**config.mk**
```make
export PLATFORM = sky130hd
export DESIGN_NAME = adc_scan_ctrl_flat
export DESIGN_NICKNAME = d
export VERILOG_FILES = /design/src/rtl/adc_scan_ctrl_pkg.sv /design/src/rtl/adc_scan_ctrl_if.sv /design/src/rtl/adc_scan_ctrl_sclk_gen.sv /design/src/rtl/adc_scan_ctrl.sv /design/src/flat_wrapper.sv
export SDC_FILE = /design/constraint.sdc
export NUM_CORES = 1
export LEC_CHECK = 0
export ABC_CLOCK_PERIOD_IN_PS = 7600
export CORE_UTILIZATION = 60
export CTS_CLUSTER_SIZE = 40
export DETAILED_ROUTE_END_ITERATION = 12
export DONT_BUFFER_PORTS = 1
export PLACE_DENSITY = 0.76
export RECOVER_POWER = 100
export REMOVE_ABC_BUFFERS = 1
export SYNTH_ARGS = -nofsm -noshare
export SYNTH_HDL_FRONTEND = slang
export SYNTH_SLANG_ARGS = --single-unit
```
**constraint.sdc**
```tcl
create_clock -name iCLK -period 7.6 [get_ports iCLK]
set_input_delay 1.14 -clock iCLK [delete_from_list [all_inputs] [get_ports iCLK]]
set_output_delay 1.14 -clock iCLK [all_outputs]
set_load 0.03 [all_outputs]
```
**src/rtl/adc_scan_ctrl_pkg.sv**
```systemverilog
// Shared types, constants and channel-selection helpers for the ADC scan controller.
package adc_scan_ctrl_pkg;

  localparam int ADDR_W         = 3;
  localparam int DEF_CLK_DIV    = 8;
  localparam int DEF_NUM_CH     = 8;
  localparam int DEF_DATA_W     = 12;
  localparam int DEF_FRAME_BITS = 16;
  localparam int DEF_ADDR_FIRST = 2;
  localparam int DEF_DOUT_FIRST = 4;

  typedef enum logic [1:0] {
    ST_IDLE  = 2'd0,
    ST_SETUP = 2'd1,
    ST_SHIFT = 2'd2,
    ST_DONE  = 2'd3
  } state_t;

  typedef enum logic {
    TICK_FALL = 1'b0,
    TICK_RISE = 1'b1
  } tick_t;

  // Next enabled channel strictly after cur, wrapping; cur=7 yields the lowest enabled one.
  function automatic logic [ADDR_W-1:0] next_ch(input logic [7:0] mask,
                                                input logic [ADDR_W-1:0] cur);
    logic [ADDR_W-1:0] c;
    logic              found;
    next_ch = cur;
    found   = 1'b0;
    for (int i = 1; i <= 8; i++) begin
      c = cur + ADDR_W'(i);
      if (!found && mask[c]) begin
        next_ch = c;
        found   = 1'b1;
      end
    end
  endfunction

  function automatic logic [3:0] popcount8(input logic [7:0] mask);
    popcount8 = '0;
    for (int i = 0; i < 8; i++) popcount8 = popcount8 + {3'd0, mask[i]};
  endfunction

endpackage

```
**src/rtl/adc_scan_ctrl_if.sv**
```systemverilog
// Host and ADC-pin bundle for adc_scan_ctrl, plus an FSM state debug tap.
interface adc_scan_ctrl_if
  import adc_scan_ctrl_pkg::*;
#(
  parameter int NUM_CH = DEF_NUM_CH,
  parameter int DATA_W = DEF_DATA_W
);
  // iGO is a one-cycle request taken only while oBUSY is low; oVALID and oERR are
  // one-cycle strobes with no back-pressure, oDATA/oCH hold until the next oVALID.
  logic              iGO;
  logic              iCONT;
  logic [NUM_CH-1:0] iCH_MASK;
  logic              oCS_n;
  logic              oSCLK;
  logic              oDIN;
  logic              iDOUT;
  logic [DATA_W-1:0] oDATA;
  logic [ADDR_W-1:0] oCH;
  logic              oVALID;
  logic              oBUSY;
  logic              oERR;
  state_t            oSTATE;

  modport master (
    output iGO, iCONT, iCH_MASK, iDOUT,
    input  oCS_n, oSCLK, oDIN, oDATA, oCH, oVALID, oBUSY, oERR, oSTATE
  );

  modport slave (
    input  iGO, iCONT, iCH_MASK, iDOUT,
    output oCS_n, oSCLK, oDIN, oDATA, oCH, oVALID, oBUSY, oERR, oSTATE
  );
endinterface

```
**src/rtl/adc_scan_ctrl_sclk_gen.sv**
```systemverilog
// SCLK divider: alternating fall/rise tick strobes CLK_DIV cycles apart while enabled.
module adc_sclk_gen
  import adc_scan_ctrl_pkg::*;
#(
  parameter int CLK_DIV = DEF_CLK_DIV
)(
  input  logic iCLK,
  input  logic iRST,
  input  logic i_en,
  input  logic i_fall_en,
  output logic o_fall,
  output logic o_rise,
  output logic o_sclk
);
  localparam int CW = (CLK_DIV > 1) ? $clog2(CLK_DIV) : 1;

  logic [CW-1:0] r_cnt;
  tick_t         r_phase;
  logic          r_sclk;
  logic          w_tick;

  assign w_tick = i_en && (r_cnt == CW'(CLK_DIV - 1));
  assign o_fall = w_tick && (r_phase == TICK_FALL);
  assign o_rise = w_tick && (r_phase == TICK_RISE);
  assign o_sclk = r_sclk;

  // The first tick after enable is always a fall, so SCLK sits high for one half period.
  always_ff @(posedge iCLK or negedge iRST) begin
    if (!iRST) begin
      r_cnt   <= '0;
      r_phase <= TICK_FALL;
      r_sclk  <= 1'b1;
    end else if (!i_en) begin
      r_cnt   <= '0;
      r_phase <= TICK_FALL;
      r_sclk  <= 1'b1;
    end else if (w_tick) begin
      r_cnt   <= '0;
      r_phase <= (r_phase == TICK_FALL) ? TICK_RISE : TICK_FALL;
      if (o_fall && i_fall_en) r_sclk <= 1'b0;
      if (o_rise)              r_sclk <= 1'b1;
    end else begin
      r_cnt <= r_cnt + 1'b1;
    end
  end

endmodule

```
**src/rtl/adc_scan_ctrl.sv**
```systemverilog
// SPI master scanning an 8-channel serial ADC by mask, single-shot or continuous.
module adc_scan_ctrl
  import adc_scan_ctrl_pkg::*;
#(
  parameter int CLK_DIV    = DEF_CLK_DIV,
  parameter int NUM_CH     = DEF_NUM_CH,
  parameter int DATA_W     = DEF_DATA_W,
  parameter int FRAME_BITS = DEF_FRAME_BITS,
  parameter int ADDR_FIRST = DEF_ADDR_FIRST,
  parameter int DOUT_FIRST = DEF_DOUT_FIRST
)(
  input  logic            iCLK,
  input  logic            iRST,
  adc_scan_ctrl_if.slave  bus
);
  localparam int BIT_W = (FRAME_BITS > 1) ? $clog2(FRAME_BITS) : 1;
  localparam logic [BIT_W-1:0] LAST_BIT = BIT_W'(FRAME_BITS - 1);
  localparam logic [BIT_W-1:0] DOUT_LO  = BIT_W'(DOUT_FIRST);
  localparam logic [BIT_W-1:0] DOUT_HI  = BIT_W'(DOUT_FIRST + DATA_W - 1);

  state_t            r_state;
  logic [BIT_W-1:0]  r_bit;
  logic [NUM_CH-1:0] r_mask;
  logic [ADDR_W-1:0] r_addr;
  logic [ADDR_W-1:0] r_tag;
  logic              r_prime;
  logic              r_cont;
  logic              r_stop;
  logic [3:0]        r_left;
  logic [DATA_W-1:0] r_shift;
  logic              r_cs_n;
  logic              r_din;
  logic [DATA_W-1:0] r_data;
  logic [ADDR_W-1:0] r_ch;
  logic              r_valid;
  logic              r_busy;
  logic              r_err;

  logic              w_fall;
  logic              w_rise;
  logic              w_sclk;
  logic              w_sclk_en;
  logic              w_fall_en;
  logic [7:0]        w_mask8;
  logic [7:0]        w_go_mask8;
  logic [ADDR_W-1:0] w_next;
  logic [ADDR_W-1:0] w_first;
  logic              w_addr_bit;
  logic              w_in_dout;
  logic              w_stop;
  logic [DATA_W-1:0] w_shift_nx;

  assign w_sclk_en = (r_state != ST_IDLE);
  assign w_fall_en = (r_state != ST_DONE);

  adc_sclk_gen #(.CLK_DIV(CLK_DIV)) u_sclk_gen (
    .iCLK      (iCLK),
    .iRST      (iRST),
    .i_en      (w_sclk_en),
    .i_fall_en (w_fall_en),
    .o_fall    (w_fall),
    .o_rise    (w_rise),
    .o_sclk    (w_sclk)
  );

  always_comb begin
    w_mask8    = '0;
    w_go_mask8 = '0;
    for (int i = 0; i < NUM_CH; i++) begin
      w_mask8[i]    = r_mask[i];
      w_go_mask8[i] = bus.iCH_MASK[i];
    end
  end

  assign w_next  = next_ch(w_mask8, r_addr);
  assign w_first = next_ch(w_go_mask8, {ADDR_W{1'b1}});

  // Address bits go out MSB first over the ADDR_W SCLK cycles starting at ADDR_FIRST.
  always_comb begin
    w_addr_bit = 1'b0;
    for (int i = 0; i < ADDR_W; i++) begin
      if (r_bit == BIT_W'(ADDR_FIRST + i)) w_addr_bit = r_addr[ADDR_W-1-i];
    end
  end

  assign w_in_dout  = (r_bit >= DOUT_LO) && (r_bit <= DOUT_HI);
  assign w_shift_nx = DATA_W'({r_shift, bus.iDOUT});
  assign w_stop     = r_cont ? (r_stop || !bus.iCONT) : (r_left == 4'd0);

  always_ff @(posedge iCLK or negedge iRST) begin
    if (!iRST) begin
      r_state <= ST_IDLE;
      r_bit   <= '0;
      r_mask  <= '0;
      r_addr  <= '0;
      r_tag   <= '0;
      r_prime <= 1'b0;
      r_cont  <= 1'b0;
      r_stop  <= 1'b0;
      r_left  <= '0;
      r_shift <= '0;
      r_cs_n  <= 1'b1;
      r_din   <= 1'b0;
      r_data  <= '0;
      r_ch    <= '0;
      r_valid <= 1'b0;
      r_busy  <= 1'b0;
      r_err   <= 1'b0;
    end else begin
      r_valid <= 1'b0;
      r_err   <= 1'b0;
      case (r_state)
        ST_IDLE: begin
          if (bus.iGO) begin
            if (w_go_mask8 == 8'h00) begin
              r_err <= 1'b1;
            end else begin
              r_state <= ST_SETUP;
              r_cs_n  <= 1'b0;
              r_busy  <= 1'b1;
              r_mask  <= bus.iCH_MASK;
              r_cont  <= bus.iCONT;
              r_stop  <= 1'b0;
              r_left  <= popcount8(w_go_mask8);
              r_addr  <= w_first;
              r_prime <= 1'b1;
              r_bit   <= '0;
              r_din   <= 1'b0;
            end
          end
        end
        ST_SETUP: begin
          if (w_fall) begin
            r_state <= ST_SHIFT;
            r_din   <= w_addr_bit;
          end
        end
        ST_SHIFT: begin
          if (!bus.iCONT) r_stop <= 1'b1;
          if (w_fall) r_din <= w_addr_bit;
          if (w_rise) begin
            if (w_in_dout) r_shift <= w_shift_nx;
            // The priming frame converts an unknown channel, so its result is dropped.
            if ((r_bit == DOUT_HI) && !r_prime) begin
              r_data  <= w_shift_nx;
              r_ch    <= r_tag;
              r_valid <= 1'b1;
            end
            if (r_bit == LAST_BIT) begin
              r_bit   <= '0;
              r_prime <= 1'b0;
              r_tag   <= r_addr;
              r_addr  <= w_next;
              if (r_left != 4'd0) r_left <= r_left - 4'd1;
              if (w_stop) r_state <= ST_DONE;
            end else begin
              r_bit <= r_bit + 1'b1;
            end
          end
        end
        ST_DONE: begin
          if (w_fall) begin
            r_state <= ST_IDLE;
            r_cs_n  <= 1'b1;
            r_busy  <= 1'b0;
            r_din   <= 1'b0;
          end
        end
        default: r_state <= ST_IDLE;
      endcase
    end
  end

  assign bus.oCS_n  = r_cs_n;
  assign bus.oSCLK  = w_sclk;
  assign bus.oDIN   = r_din;
  assign bus.oDATA  = r_data;
  assign bus.oCH    = r_ch;
  assign bus.oVALID = r_valid;
  assign bus.oBUSY  = r_busy;
  assign bus.oERR   = r_err;
  assign bus.oSTATE = r_state;

endmodule

```
**src/flat_wrapper.sv**
```systemverilog
// flat-port wrapper written by rule: the top's interface ports become plain ports
module adc_scan_ctrl_flat import adc_scan_ctrl_pkg::*;
#(
  parameter int CLK_DIV    = DEF_CLK_DIV,
  parameter int NUM_CH     = DEF_NUM_CH,
  parameter int DATA_W     = DEF_DATA_W,
  parameter int FRAME_BITS = DEF_FRAME_BITS,
  parameter int ADDR_FIRST = DEF_ADDR_FIRST,
  parameter int DOUT_FIRST = DEF_DOUT_FIRST
)
  (iCLK, iRST, bus_iGO, bus_iCONT, bus_iCH_MASK, bus_iDOUT, bus_oCS_n, bus_oSCLK, bus_oDIN, bus_oDATA, bus_oCH, bus_oVALID, bus_oBUSY, bus_oERR, bus_oSTATE);
  adc_scan_ctrl_if #(.NUM_CH(NUM_CH), .DATA_W(DATA_W)) bus_i ();
  input  logic iCLK;
  input  logic iRST;
  input wire logic [$bits(bus_i.iGO)-1:0] bus_iGO;
  input wire logic [$bits(bus_i.iCONT)-1:0] bus_iCONT;
  input wire logic [$bits(bus_i.iCH_MASK)-1:0] bus_iCH_MASK;
  input wire logic [$bits(bus_i.iDOUT)-1:0] bus_iDOUT;
  output wire logic [$bits(bus_i.oCS_n)-1:0] bus_oCS_n;
  output wire logic [$bits(bus_i.oSCLK)-1:0] bus_oSCLK;
  output wire logic [$bits(bus_i.oDIN)-1:0] bus_oDIN;
  output wire logic [$bits(bus_i.oDATA)-1:0] bus_oDATA;
  output wire logic [$bits(bus_i.oCH)-1:0] bus_oCH;
  output wire logic [$bits(bus_i.oVALID)-1:0] bus_oVALID;
  output wire logic [$bits(bus_i.oBUSY)-1:0] bus_oBUSY;
  output wire logic [$bits(bus_i.oERR)-1:0] bus_oERR;
  output wire logic [$bits(bus_i.oSTATE)-1:0] bus_oSTATE;
  assign bus_i.iGO = bus_iGO;
  assign bus_i.iCONT = bus_iCONT;
  assign bus_i.iCH_MASK = bus_iCH_MASK;
  assign bus_i.iDOUT = bus_iDOUT;
  assign bus_oCS_n = bus_i.oCS_n;
  assign bus_oSCLK = bus_i.oSCLK;
  assign bus_oDIN = bus_i.oDIN;
  assign bus_oDATA = bus_i.oDATA;
  assign bus_oCH = bus_i.oCH;
  assign bus_oVALID = bus_i.oVALID;
  assign bus_oBUSY = bus_i.oBUSY;
  assign bus_oERR = bus_i.oERR;
  assign bus_oSTATE = bus_i.oSTATE;
  adc_scan_ctrl #(.CLK_DIV(CLK_DIV), .NUM_CH(NUM_CH), .DATA_W(DATA_W), .FRAME_BITS(FRAME_BITS), .ADDR_FIRST(ADDR_FIRST), .DOUT_FIRST(DOUT_FIRST)) u_core (.iCLK(iCLK), .iRST(iRST), .bus(bus_i));
endmodule
```
Yosys cells after proc, flatten, opt, wreduce, memory -nomap -nowiden
Index checks and enable logic that the tools add are counted.
W data, S select, Z words.
- latch bits: 0
- memory bits (read-only): 0
- input port bits: 13
- flip-flop bits (word level): 63
- memories: 0
- output and inout bits: 23
- word-level logic and storage cells: 234
- RAM bits: 0
- muxes and demuxes: 104
- div/mod/pow operators: 0
- eq/ne operators: 23
- reductions and logical operators: 58
- order comparisons: 10
- $add $sub $neg: 17
- bitwise logic cells: 2
- shifts and indexed selects: 0
- $mul: 0
- operators with widths (kind ; number):
    $mux W3 ; 22
    $mux W1 ; 49
    $mux W4 ; 9
    $lt A3 B4 Y1 const B ; 8
    $add A4 B1 Y4 ; 6
    $bmux W1 S3 ; 8
    $logic_and A1 B1 Y1 ; 20
    $logic_not A1 Y1 ; 16
    $ne A2 B2 Y1 const B ; 8
    $pmux W4 S2 ; 2
    $reduce_and A4 Y1 ; 4
    $mux W2 ; 7
    $reduce_and A7 Y1 ; 2
    $add A3 B3 Y3 const B ; 4
    $reduce_and A3 Y1 ; 4
    $ne A2 B1 Y1 const B ; 5
    $eq A4 B2 Y1 const B ; 2
    $logic_not A8 Y1 ; 1
    $ne A8 B1 Y1 const B ; 1
    $pmux W1 S2 ; 4
    $pmux W2 S4 ; 1
    $add A3 B1 Y3 const B ; 2
    $add A3 B2 Y3 const B ; 2
    $pmux W3 S2 ; 1
    22 further kinds ; 26

Depth between registers and ports, before layout
Gate-level depths: netlist of run 1.
- depth after elaboration: 28
- mapped depth: 12
- gate-level depth less buffers: 12

By module
A second synthesis of run 1 with hierarchy kept.
- cells, all modules: 355
- area total of the unflattened synthesis: 3927.5 sq um
- by module, submodules not included (module ; instances ; area each (sq um) ; cells an instance ; seq. area each (sq um)):
    adc_scan_ctrl ; 1 ; 3702.3 ; 336 ; 1452.6
    adc_sclk_gen ; 1 ; 225.2 ; 19 ; 126.4

Worst setup path after synthesis of run 1
OpenSTA, ideal clock, no wires.
- path kind: input-to-reg
- start point: in bus_iCH_MASK[0]
- end point: reg u_core.r_left[1]
- required time: 7.521 ns
- buffers on the path: 0
- path slack: 3.943 ns
- arrival time: 3.578 ns
- stages on the path: 12
- setup time: 0.079 ns
- path through: inv_1 ha_1 inv_1 fa_1 fa_1 inv_1 fa_1 inv_1 fa_1 mux2i_1 nor2_1 a21oi_1
- longest elaborated chain between the ends: 10
- elaborated cells on any way between the ends: 13
- those cells by class: 7 x add/sub; 1 x eq/ne; 3 x mux; 2 x reduce/logical
- RTL lines (item ; line ; RTL):
    from (decl) ; flat_wrapper.sv:17 ; input wire logic [$bits(bus_i.iCH_MASK)-1:0] bus_iCH_MASK;
    $add A1 B1 Y2 ; adc_scan_ctrl_pkg.sv:42 ; for (int i = 0; i < 8; i++) popcount8 = popcount8 + {3'd0, mask[i]};
    $add A4 B1 Y4 (6 in a row) ; adc_scan_ctrl_pkg.sv:42 ;
    $mux W4 ; adc_scan_ctrl.sv:115 ; if (w_go_mask8 == 8'h00) begin
    $mux W4 ; adc_scan_ctrl.sv:114 ; if (bus.iGO) begin
    $pmux W4 S2 ; adc_scan_ctrl.sv:112 ; case (r_state)
    to (signal assigned) ; adc_scan_ctrl.sv:124 ; r_left <= popcount8(w_go_mask8);
    to (signal assigned) ; adc_scan_ctrl.sv:154 ; if (r_left != 4'd0) r_left <= r_left - 4'd1;
    to (decl) ; adc_scan_ctrl.sv:29 ; logic [3:0] r_left;
Parallel ways exist; a longest one is shown, timed or not. The select of a mux whose other input is x is not followed.
A chain may end at the register's enable or synchronous reset.

Worst setup path after layout of run 1
- start point: reg u_core.r_addr[0]
- end point: reg u_core.r_addr[2]
- longest elaborated chain between the ends: 26
- elaborated cells on any way between the ends: 58
- those cells by class: 7 x add/sub; 2 x eq/ne; 34 x mux; 15 x reduce/logical
- RTL lines (item ; line ; RTL):
    from (decl) ; adc_scan_ctrl.sv:24 ; logic [ADDR_W-1:0] r_addr;
    from (signal assigned) ; adc_scan_ctrl.sv:125 ; r_addr <= w_first;
    from (signal assigned) ; adc_scan_ctrl.sv:153 ; r_addr <= w_next;
    $add A3 B1 Y3 ; adc_scan_ctrl_pkg.sv:32 ; c = cur + ADDR_W'(i);
    $bmux W1 S3 ; adc_scan_ctrl_pkg.sv:33 ; if (!found && mask[c]) begin
    $mux W1 (not written as such) ; adc_scan_ctrl_pkg.sv:33 ;
    $mux W1 ; adc_scan_ctrl_pkg.sv:33 ;
    $logic_not A1 Y1 ; adc_scan_ctrl_pkg.sv:33 ;
    $logic_and A1 B1 Y1 ; adc_scan_ctrl_pkg.sv:33 ;
    $mux W1 ; adc_scan_ctrl_pkg.sv:33 ;
    $logic_not A1 Y1 ; adc_scan_ctrl_pkg.sv:33 ;
    [... 10 more ...] ; -- ;
    $mux W1 ; adc_scan_ctrl_pkg.sv:33 ;
    $logic_not A1 Y1 ; adc_scan_ctrl_pkg.sv:33 ;
    $logic_and A1 B1 Y1 ; adc_scan_ctrl_pkg.sv:33 ;
    $mux W3 / $mux W1 (equally long branches) ; adc_scan_ctrl_pkg.sv:33 ;
    $mux W3 / $logic_not A1 Y1 (equally long branches) ; adc_scan_ctrl_pkg.sv:33 ;
    $mux W3 / $logic_and A1 B1 Y1 (equally long branches) ; adc_scan_ctrl.sv:149, adc_scan_ctrl_pkg.sv:33 ;
    $mux W3 / $ne A2 B2 Y1 (equally long branches) ; -- ;
    $pmux W3 S2 / $reduce_and A7 Y1 (equally long branches) ; -- ;
Parallel ways exist; a longest one is shown, timed or not. The select of a mux whose other input is x is not followed.

==> results of run 1 <==
-- registers in the layout (all words and copies together), names as in the netlist --
name / flops
u_core.bus.oDIN: 1
u_core.u_sclk_gen.r_phase: 1
u_core.r_stop: 1
u_core.r_left: 4
u_core.bus.oVALID: 1
u_core.bus.oCS_n: 1
u_core.u_sclk_gen.r_cnt: 3
u_core.bus.oCH: 3
u_core.u_sclk_gen.o_sclk: 1
u_core.bus.oBUSY: 1
u_core.r_addr: 3
u_core.bus.oSTATE: 2
u_core.r_shift: 11
u_core.bus.oDATA: 12
u_core.r_cont: 1
u_core.r_tag: 3
u_core.r_prime: 1
u_core.r_mask: 8
u_core.bus.oERR: 1
u_core.r_bit: 4
-- layout by cell type, fill, tap and decap left out, drive strengths merged, types with 4 or more instances in the layout --
cell type and n:
a21oi 17, a31oi 5, nand3 8, nand2 31, ha 18, dfrtp 61, nor3 7, nand2b 5
mux2i 12, fa 4, mux2 38, nor2 24, clkbuf 9, nand4 5, inv 31, o21ai 22
mux4 10
-- layer usage --
layer	up-vias	GRT usage	wire, µm
met5	-	0	0
met4	0	0.0947	131
met3	15	0.0444	417
met2	100	0.381	3510
met1	1311	0.336	3310
li1	1282	-	-
-- layout make-up --
type / count / area, µm² / area share
Multi-Input combinational cell: 255 / 2060 / 0.506
Sequential cell: 63 / 1580 / 0.388
Clock buffer: 9 / 124 / 0.0304
Inverter: 28 / 105 / 0.0258
Clock inverter: 7 / 103 / 0.0252
Tap cell: 75 / 93.8 / 0.0230
Timing Repair Buffer: 1 / 7.51 / 0.00184
-- worst paths after layout --
| check | depth (start not counted) | from | slack (ns) | endpoint |
|---|---|---|---|---|
| max in group asynchronous | 0 | iRST | 6.92 | u_core.bus.oCS_n |
| worst max register to register | 8 | u_core.r_addr[0] | 3.48 | u_core.r_addr[2] |
| worst min register to register | 1 | u_core.u_sclk_gen.r_cnt[0] | 0.44 | u_core.u_sclk_gen.r_cnt[0] |
| worst min-delay path | 1 | u_core.u_sclk_gen.r_cnt[0] | 0.44 | u_core.u_sclk_gen.r_cnt[0] |
| worst max-delay path | 8 | u_core.r_addr[0] | 3.48 | u_core.r_addr[2] |
| min in group asynchronous | 0 | iRST | 0.49 | u_core.r_shift[2] |
-- power breakdown --
group / total [W] / switching, W / internal (W)
logic: 0.0000230 / 0.0000123 / 0.0000107
registers: 0.000336 / 0.000000394 / 0.000336
clock network: 0.000330 / 0.000142 / 0.000189
total: 0.000689 / 0.000154 / 0.000535
-- cell families after synthesis --
| kind of cell | Yosys count | share of synthesized area |
|---|---|---|
| xor gates and xnor gates | 6 | 0.0137 |
| DFF | 63 | 0.411 |
| buffers and inverters | 42 | 0.0465 |
| adders and majority gates | 22 | 0.0794 |
| and+or+nand+nor | 97 | 0.123 |
| muxes | 60 | 0.209 |
| AOI/OAI and AO/OA | 70 | 0.117 |
-- stage by stage --
stage	utilization	total power (W)	cells	hold slack [ns]	instance area (µm²)
6_report	0.672	0.000689	438	0.435	4070
2_1_floorplan	-	0.000361	346	0.408	3770
3_3_place_gp	0.640	0.000365	422	0.418	3880
3_5_place_dp	0.640	0.000366	422	0.426	3880
4_1_cts	0.677	0.000695	438	0.437	4100
5_1_grt	0.672	0.000713	438	0.469	4070
-- worst max-delay path, cell delays in order, from the launching register on --
cell and delay (ns):
dfrtp_1 0.86, inv_1 0.19, ha_1 0.53, mux4_2 0.41
mux2i_1 0.58, nand4_1 0.38, o311ai_0 0.52, a31oi_1 0.18
mux2_1 0.35
==> results.sh, run 1 <==
export IMPL_synth_cells_most_frequent="dfrtp_1, mux2_2, nand2_1"
export IMPL_rsz0062_at_grt="false"
export IMPL_drt_iter0_markers=249
export IMPL_cellLeakagePower_nw=1.94
export IMPL_power_density_mw_per_mm2=169
export IMPL_hold_viol=0
export IMPL_synth_edf_count=0
export IMPL_fin_crit_ns=4.12
export IMPL_synth_area_per_cell_um2=10.7
export IMPL_synth_area_leaders="dfrtp_1, mux2_2, ha_1"
export IMPL_grt_pass1_wl_um=12300
export IMPL_die_area_mm2=0.00673
export IMPL_clock_sinks=63
export IMPL_relSlewSlack=-0.379
export IMPL_yosys_area_top_type="dfrtp_1"
export IMPL_peakVddDrop_uv=126
export IMPL_clk_pin_slew_ns=0.07
export IMPL_fmax_ghz=0.243
export IMPL_yosys_most_used_dff="dfrtp_1"
export IMPL_ys_warn_count=0
export IMPL_clock_skew_ns=0.00916
export IMPL_startpoint_type="register"
export IMPL_num_io_pins=36
export IMPL_setup_slack_ns=3.48
export IMPL_synth_seq_area_share=0.411
export IMPL_ant_nets=0
export IMPL_hold_path_class="register to register"
export IMPL_fillerInstances=445
export IMPL_hpwl_um=5230
export IMPL_cp_data_arrival_time_ns=4.34
export IMPL_slew_viol_final=17
export IMPL_vias=2708
export IMPL_postCtsHoldBufs=0
export IMPL_finalNetCount=393
export IMPL_post_synth_top_count_cell="dfrtp_1"
export IMPL_setup_viol=0
export IMPL_syn_area_mm2=0.00384
export IMPL_synth_top_area_frac=0.397
export IMPL_grt_max_degree=64
export IMPL_syn_to_final_growth_pct=5.99
export IMPL_violations="max-capacitance violations, max-slew violations"
export IMPL_grt_pass1_vias=2588
export IMPL_yosys_cell_types_count=62
export IMPL_crit_type="register to register"
export IMPL_core_area_mm2=0.00606
export IMPL_dieHeight_um=82.0
export IMPL_pre_cts_ws_ns=3.80
export IMPL_drv_cap=1
export IMPL_tightest_slew_ns=2.05
export IMPL_drcViolationCount=0
export IMPL_numCtsBuffers=9
export IMPL_fin_crit_sh=0.542
export IMPL_root_buffer="clkbuf_8"
export IMPL_post_cts_resized=0
export IMPL_start_util=0.634
export IMPL_cts_tree="yes"
export IMPL_drive_above_1_share=0.182
export IMPL_worst_path_max_fanout=18
export IMPL_grt_overflow_total=0
export IMPL_synth_seq_cells=63
export IMPL_insertion_delay_ns=0.34
export IMPL_cts_max_path_buffers=2
export IMPL_via_per_inst=6.18
export IMPL_cts_htree_levels=3
export IMPL_die_w_um=82.0
export IMPL_status="finished, violations left"
export IMPL_dr_pass1_iters=4
export IMPL_diodes=0
export IMPL_num_rows=28
export IMPL_post_drt_wl_per_cell_um=16.8
export IMPL_wl_um=7360
export IMPL_crit_required_ns=7.82
export IMPL_finalWeightedCongestion=0.862
export IMPL_gr_usage_all_layers=0.244
export IMPL_syn_inst=360
export IMPL_antenna_found_initial=0
export IMPL_end_kind="register"
export IMPL_post_cts_buffers=0
export IMPL_async_flop_share=1.00
export IMPL_io_buffer_count=0
export IMPL_setup_tns_ns=0
Power figures use the tool's default switching activity.
==> run 2, diff against run 1 <==
--- a/config.mk
+++ b/config.mk
@@ -5,8 +5,8 @@
 export SDC_FILE = /design/constraint.sdc
 export NUM_CORES = 1
 export LEC_CHECK = 0
-export ABC_CLOCK_PERIOD_IN_PS = 7600
-export CORE_UTILIZATION = 60
+export ABC_CLOCK_PERIOD_IN_PS = 3550
+export CORE_UTILIZATION = 58
 export CTS_CLUSTER_SIZE = 40
 export DETAILED_ROUTE_END_ITERATION = 12
 export DONT_BUFFER_PORTS = 1
==> constraint.sdc (replaced) <==
create_clock -name iCLK -period 3.55 [get_ports iCLK]
set_input_delay 0.5325 -clock iCLK [delete_from_list [all_inputs] [get_ports iCLK]]
set_output_delay 0.5325 -clock iCLK [all_outputs]
set_load 0.03 [all_outputs]
==> run 2 against run 1 <==
Against the previous run: the run still ends with max-capacitance violations, max-slew violations left; routed wire length grew 4.9%; final cell count grew 2.3%; fmax up 30%; setup slack worse by 3.1 ns; largest cell class unchanged.
==> results.sh, run 2 (synthesized netlist as in run 1, its figures left out) <==
export IMPL_status="finished, violations left"
export IMPL_violations="max-capacitance violations, max-slew violations"
export IMPL_die_area_mm2=0.00696
export IMPL_core_area_mm2=0.00639
export IMPL_clock_sinks=63
export IMPL_peakVddDrop_uv=310
export IMPL_io_buffer_count=0
export IMPL_root_buffer="clkbuf_8"
export IMPL_cpPeakStageDelay_ns=0.51
export IMPL_post_drt_wl_per_cell_um=17.2
export IMPL_drive_above_1_share=0.191
export IMPL_drcViolationCount=0
export IMPL_startpoint_type="register"
export IMPL_largest_reg_flops=12
export IMPL_rsz0062_at_grt="false"
export IMPL_dpl_cell_area_mm2=0.00392
export IMPL_fin_crit_sh=0.888
export IMPL_crit_buf_inv=1
export IMPL_cellLeakagePower_nw=1.97
export IMPL_slew_viol_final=62
export IMPL_grt_max_degree=62
export IMPL_cts_htree_levels=3
export IMPL_hold_viol=0
export IMPL_start_util=0.602
export IMPL_setup_viol=0
export IMPL_cts_tree="yes"
export IMPL_num_io_pins=36
export IMPL_hold_path_class="primary input to asynchronous set/reset pin"
export IMPL_syn_to_final_growth_pct=7.91
export IMPL_fillerInstances=515
export IMPL_multi_input_area_mm2=0.00208
export IMPL_crit_required_ns=3.79
export IMPL_clock_skew_ns=0.00892
export IMPL_setup_tns_ns=0
export IMPL_crit_type="register to register"
export IMPL_critPathSlowestCell="ha_1"
export IMPL_vias=2790
export IMPL_grt_busiest_layer="met2"
export IMPL_final_cell_mix="dfrtp_1, mux2_2, nand2_1"
export IMPL_grtUsageMet1=0.314
export IMPL_post_cts_resized=0
export IMPL_stdcell_area_mm2=0.00415
export IMPL_crit_chain="inv_2 > ha_1 > mux4_2 > mux2i_4 > nand4_1 > o311ai_0 > a31oi_1 > mux2_1"
export IMPL_fin_crit_ns=3.15
export IMPL_grt_pass1_vias=2780
export IMPL_regArea_mm2=0.00158
export IMPL_hpwl_um=5390
export IMPL_grt_util_met3=0.0557
export IMPL_num_rows=29
export IMPL_final_common_cell="dfrtp_1"
export IMPL_grt_use_met2=0.395
export IMPL_die_w_um=83.4
export IMPL_antenna_found_initial=0
export IMPL_diodes=0
export IMPL_power_density_mw_per_mm2=363
export IMPL_dieHeight_um=83.4
export IMPL_finalNetCount=401
export IMPL_drt_iter0_markers=207
export IMPL_finalPower_w=0.00151
export IMPL_finish_utilization=0.649
export IMPL_via_per_inst=6.23
export IMPL_wl_um=7720
export IMPL_whs_ns=0.0243
export IMPL_dr_pass1_iters=4
export IMPL_tightest_slew_ns=2.78
export IMPL_worst_path_max_fanout=9
export IMPL_grt_overflow_total=0
export IMPL_drv_cap=1
export IMPL_ant_nets=0
export IMPL_numCtsBuffers=9
export IMPL_fmax_ghz=0.317
export IMPL_finalWeightedCongestion=0.925
export IMPL_grt_pass1_wl_um=13200
export IMPL_insertion_delay_ns=0.35
export IMPL_gr_usage_all_layers=0.241
export IMPL_clk_pin_slew_ns=0.08
export IMPL_end_kind="register"
export IMPL_critical_path_top_delay_family="multiplexers"
export IMPL_cts_max_path_buffers=2
export IMPL_cp_data_arrival_time_ns=3.39
export IMPL_relSlewSlack=-0.851
run 2: cell types whose count changed in the layout (fill, tap and decap cells not counted), sizes merged:
cell           previous run  this run
clkdlybuf4s25             0         1
clkbuf                    9        12
dlygate4sd3               0         1
buf                       1         4
run 2: timing repair:
action | in CTS | in global routing
hold endpoints to repair | 61 | 0
hold buffers | 2 | 0
setup buffers | 0 | 0
run 2: worst paths after layout:
path	from	cells past startpoint	slack [ns]	end
max reg2reg	u_core.r_addr[1]	8	0.40	u_core.r_addr[2]
min	iRST	0	0.02	u_core.u_sclk_gen.o_sclk
min reg2reg	u_core.u_sclk_gen.r_cnt[0]	1	0.44	u_core.u_sclk_gen.r_cnt[0]
min in group iCLK	bus_iCH_MASK[3]	1	0.33	u_core.r_mask[3]
max in group asynchronous	iRST	1	0.70	u_core.r_mask[2]
max	u_core.r_addr[1]	8	0.40	u_core.r_addr[2]
run 2: power by group:
part	switching [W]	total, W	internal [W]
logic	0.0000424	0.0000679	0.0000255
registers	0.000000876	0.000719	0.000718
clock network	0.000315	0.000718	0.000404
run 2: final cells by class:
| type | instances | area share |
|---|---|---|
| multi-input cells | 255 | 0.501 |
| flip-flops and latches | 63 | 0.381 |
| clock buffers | 9 | 0.0299 |
| inverters | 28 | 0.0253 |
| clock inverters | 7 | 0.0247 |
| well taps | 77 | 0.0232 |
| repair buffers | 9 | 0.0148 |
run 2: worst reg2reg max path: cells and delay by family (launching register included):
family / cells / cell delay (ns)
DFF: 1 / 0.36
AOI/OAI and AO/OA: 2 / 0.66
adders and majority gates: 1 / 0.51
muxes: 3 / 1.12
buffers and inverters: 1 / 0.10
and+or+nand+nor: 1 / 0.29
run 2: through the flow:
| stage | setup slack (ns) | instances |
|---|---|---|
| 3_5_place_dp | 0.353 | 430 |
| 5_1_grt | 0.118 | 448 |
| 2_1_floorplan | 0.410 | 346 |
| 4_1_cts | 0.454 | 448 |
| 3_3_place_gp | 0.442 | 430 |
| 6_report | 0.396 | 448 |
run 2: layer usage:
layer  routed length, µm  up-vias  share of wire
li1                    -     1307              -
met1                3470     1391           0.45
met2                3730       80           0.48
met3                 401       12          0.052
met4                 118        0          0.015
met5                   0        -              0
==> run 3, diff against run 2 <==
--- a/config.mk
+++ b/config.mk
@@ -13,6 +13,9 @@
 export PLACE_DENSITY = 0.76
 export RECOVER_POWER = 100
 export REMOVE_ABC_BUFFERS = 1
+export SKIP_LAST_GASP = 1
+export SLEW_MARGIN = 10
 export SYNTH_ARGS = -nofsm -noshare
 export SYNTH_HDL_FRONTEND = slang
+export SYNTH_HIERARCHICAL = 1
 export SYNTH_SLANG_ARGS = --single-unit
==> run 3 against run 2 <==
Against the previous run: the run ends with design-rule violations, max-capacitance violations, max-slew violations left; sequential power about the same; routed wire length up 3.0%; via count up 1.8%; largest cell class unchanged; highest routed layer unchanged.
==> results.sh, run 3 <==
export IMPL_vias=2839
export IMPL_grt_pass1_wl_um=13800
export IMPL_hold_path_class="primary input to register"
export IMPL_rsz0062_at_grt="false"
export IMPL_cp_data_arrival_time_ns=3.37
export IMPL_ant_nets=0
export IMPL_fillerInstances=491
export IMPL_yosys_most_used_dff="dfrtp_1"
export IMPL_clock_skew_ns=0.0100
export IMPL_peakVddDrop_uv=237
export IMPL_cts_htree_levels=3
export IMPL_syn_area_mm2=0.00393
export IMPL_violations="design-rule violations, max-capacitance violations, max-slew violations"
export IMPL_end_kind="register"
export IMPL_antenna_found_initial=0
export IMPL_tightest_slew_ns=2.66
export IMPL_power_density_mw_per_mm2=354
export IMPL_finalPower_w=0.00151
export IMPL_wl_um=7950
export IMPL_io_buffer_count=0
export IMPL_drive_above_1_share=0.222
export IMPL_die_w_um=84.3
export IMPL_cellLeakagePower_nw=2.07
export IMPL_root_buffer="clkbuf_8"
export IMPL_syn_to_final_growth_pct=8.31
export IMPL_setup_tns_ns=0
export IMPL_fmax_ghz=0.321
export IMPL_yosys_area_top_type="dfrtp_1"
export IMPL_fin_crit_sh=0.878
export IMPL_grt_pass1_vias=2945
export IMPL_synth_area_leaders="dfrtp_1, mux2_2, ha_1"
export IMPL_cts_tree="yes"
export IMPL_dpl_cell_area_mm2=0.00401
export IMPL_finalNetCount=399
export IMPL_grt_overflow_total=0
export IMPL_finalWeightedCongestion=0.908
export IMPL_clk_pin_slew_ns=0.07
export IMPL_post_drt_wl_per_cell_um=17.8
export IMPL_synth_seq_cells=63
export IMPL_cpPeakStageDelay_ns=0.52
export IMPL_numCtsBuffers=9
export IMPL_slew_viol_final=62
export IMPL_core_area_mm2=0.00646
export IMPL_fin_crit_ns=3.12
export IMPL_num_io_pins=36
export IMPL_synth_edf_count=0
export IMPL_synth_area_per_cell_um2=11.1
export IMPL_start_util=0.608
export IMPL_cts_max_path_buffers=2
export IMPL_final_common_cell="dfrtp_1"
export IMPL_dr_pass1_iters=8
export IMPL_status="finished, violations left"
export IMPL_grt_max_degree=62
export IMPL_syn_inst=355
export IMPL_crit_chain="inv_1 > ha_1 > mux4_1 > mux2i_1 > nand4_1 > o21ai_0 > mux2_2 > o31ai_1"
export IMPL_largest_reg_flops=12
export IMPL_async_flop_share=1.00
export IMPL_dieHeight_um=84.3
export IMPL_crit_required_ns=3.80
export IMPL_drv_cap=1
export IMPL_num_rows=29
export IMPL_setup_viol=0
export IMPL_relSlewSlack=-0.773
export IMPL_critPathSlowestCell="ha_1"
export IMPL_insertion_delay_ns=0.35
export IMPL_yosys_cell_types_count=64
export IMPL_drcViolationCount=4
export IMPL_crit_type="register to register"
export IMPL_drt_iter0_markers=224
export IMPL_synth_seq_area_share=0.402
export IMPL_clock_sinks=63
export IMPL_hold_viol=0
export IMPL_die_area_mm2=0.00710
export IMPL_startpoint_type="register"
export IMPL_worst_path_max_fanout=10
export IMPL_crit_buf_inv=1
export IMPL_ys_warn_count=6
export IMPL_synth_cells_most_frequent="dfrtp_1, mux2_2, inv_1"
export IMPL_stdcell_area_mm2=0.00425
export IMPL_hpwl_um=5630
export IMPL_synth_top_area_frac=0.389
export IMPL_via_per_inst=6.37
export IMPL_post_synth_top_count_cell="dfrtp_1"
export IMPL_critical_path_top_delay_family="multiplexers"
export IMPL_gr_usage_all_layers=0.250
export IMPL_final_cell_mix="dfrtp_1, mux2_2, inv_1"
export IMPL_diodes=0
[run 3: cell count changes after synthesis, moves of 3 or more]
cell | before | now
a21oi_1 | 17 | 10
a31oi_1 | 5 | 9
and2_1 | 0 | 3
clkbuf_1 | 8 | 3
inv_1 | 27 | 32
mux2_1 | 3 | 0
mux2_2 | 34 | 45
nand2_1 | 31 | 25
nor2_1 | 24 | 16
nor4_1 | 0 | 3
o21ai_0 | 21 | 14
[run 3: power by group]
group | internal, W | switching, W | total [W]
logic | 0.0000274 | 0.0000447 | 0.0000720
registers | 0.000720 | 0.00000138 | 0.000721
clock network | 0.000403 | 0.000309 | 0.000712
total | 0.00115 | 0.000355 | 0.00151
[run 3: through the flow]
| stage | hold WS [ns] | setup WS (ns) | utilization | instances |
|---|---|---|---|---|
| floorplan | 0.237 | 0.407 | - | 345 |
| global placement | 0.238 | 0.519 | 0.621 | 428 |
| detailed placement | 0.238 | 0.474 | 0.621 | 428 |
| CTS | 0.00256 | 0.681 | 0.661 | 445 |
| global route | 0.302 | 0.229 | 0.659 | 446 |
| finish | 0.330 | 0.434 | 0.659 | 446 |
[run 3: logic make-up after synthesis]
logic type                 share of synthesized area
AOI/OAI and AO/OA                              0.132
xor gates and xnor gates                      0.0153
adders and majority gates                     0.0777
buffers and inverters                         0.0468
DFF                                            0.402
muxes                                          0.219
and+or+nand+nor                                0.108
[run 3: final cells by class]
class | count | area [µm²] | share of cell area
clock inverter | 7 | 103 | 0.0241
multi-input combinational | 249 | 2160 | 0.508
tap | 77 | 96.3 | 0.0226
sequential | 63 | 1580 | 0.371
timing repair buffer | 8 | 67.6 | 0.0159
inverter | 33 | 124 | 0.0291
clock buffer | 9 | 124 | 0.0291
[run 3: worst paths after layout]
| check | to | slack, ns | start | depth (start not counted) |
|---|---|---|---|---|
| worst max-delay path | u_core/r_addr[2] | 0.43 | u_core/r_addr[0] | 8 |
| worst min-delay path | u_core/r_mask[1] | 0.33 | bus_iCH_MASK[1] | 1 |
| worst max register to register | u_core/r_addr[2] | 0.43 | u_core/r_addr[0] | 8 |
| worst min register to register | u_core/u_sclk_gen/r_cnt[0] | 0.47 | u_core/u_sclk_gen/r_cnt[0] | 1 |
| max in group asynchronous | u_core/r_mask[0] | 0.89 | iRST | 1 |
| min in group asynchronous | u_core/bus.oCS_n | 0.67 | iRST | 1 |
[run 3: layer usage]
metal | part of all wire | routed length, µm | up-vias | GRT usage
li1 | - | - | 1333 | -
met1 | 0.46 | 3660 | 1415 | 0.334
met2 | 0.48 | 3780 | 82 | 0.390
met3 | 0.051 | 403 | 9 | 0.0718
met4 | 0.013 | 104 | 0 | 0.0972
met5 | 0 | 0 | - | 0
[run 3: timing repair]
action	in CTS	in global routing
hold buffers	1	1
hold endpoints to repair	61	2
buffers inserted	0	0
setup endpoints to repair	0	0
gates resized for setup	0	0
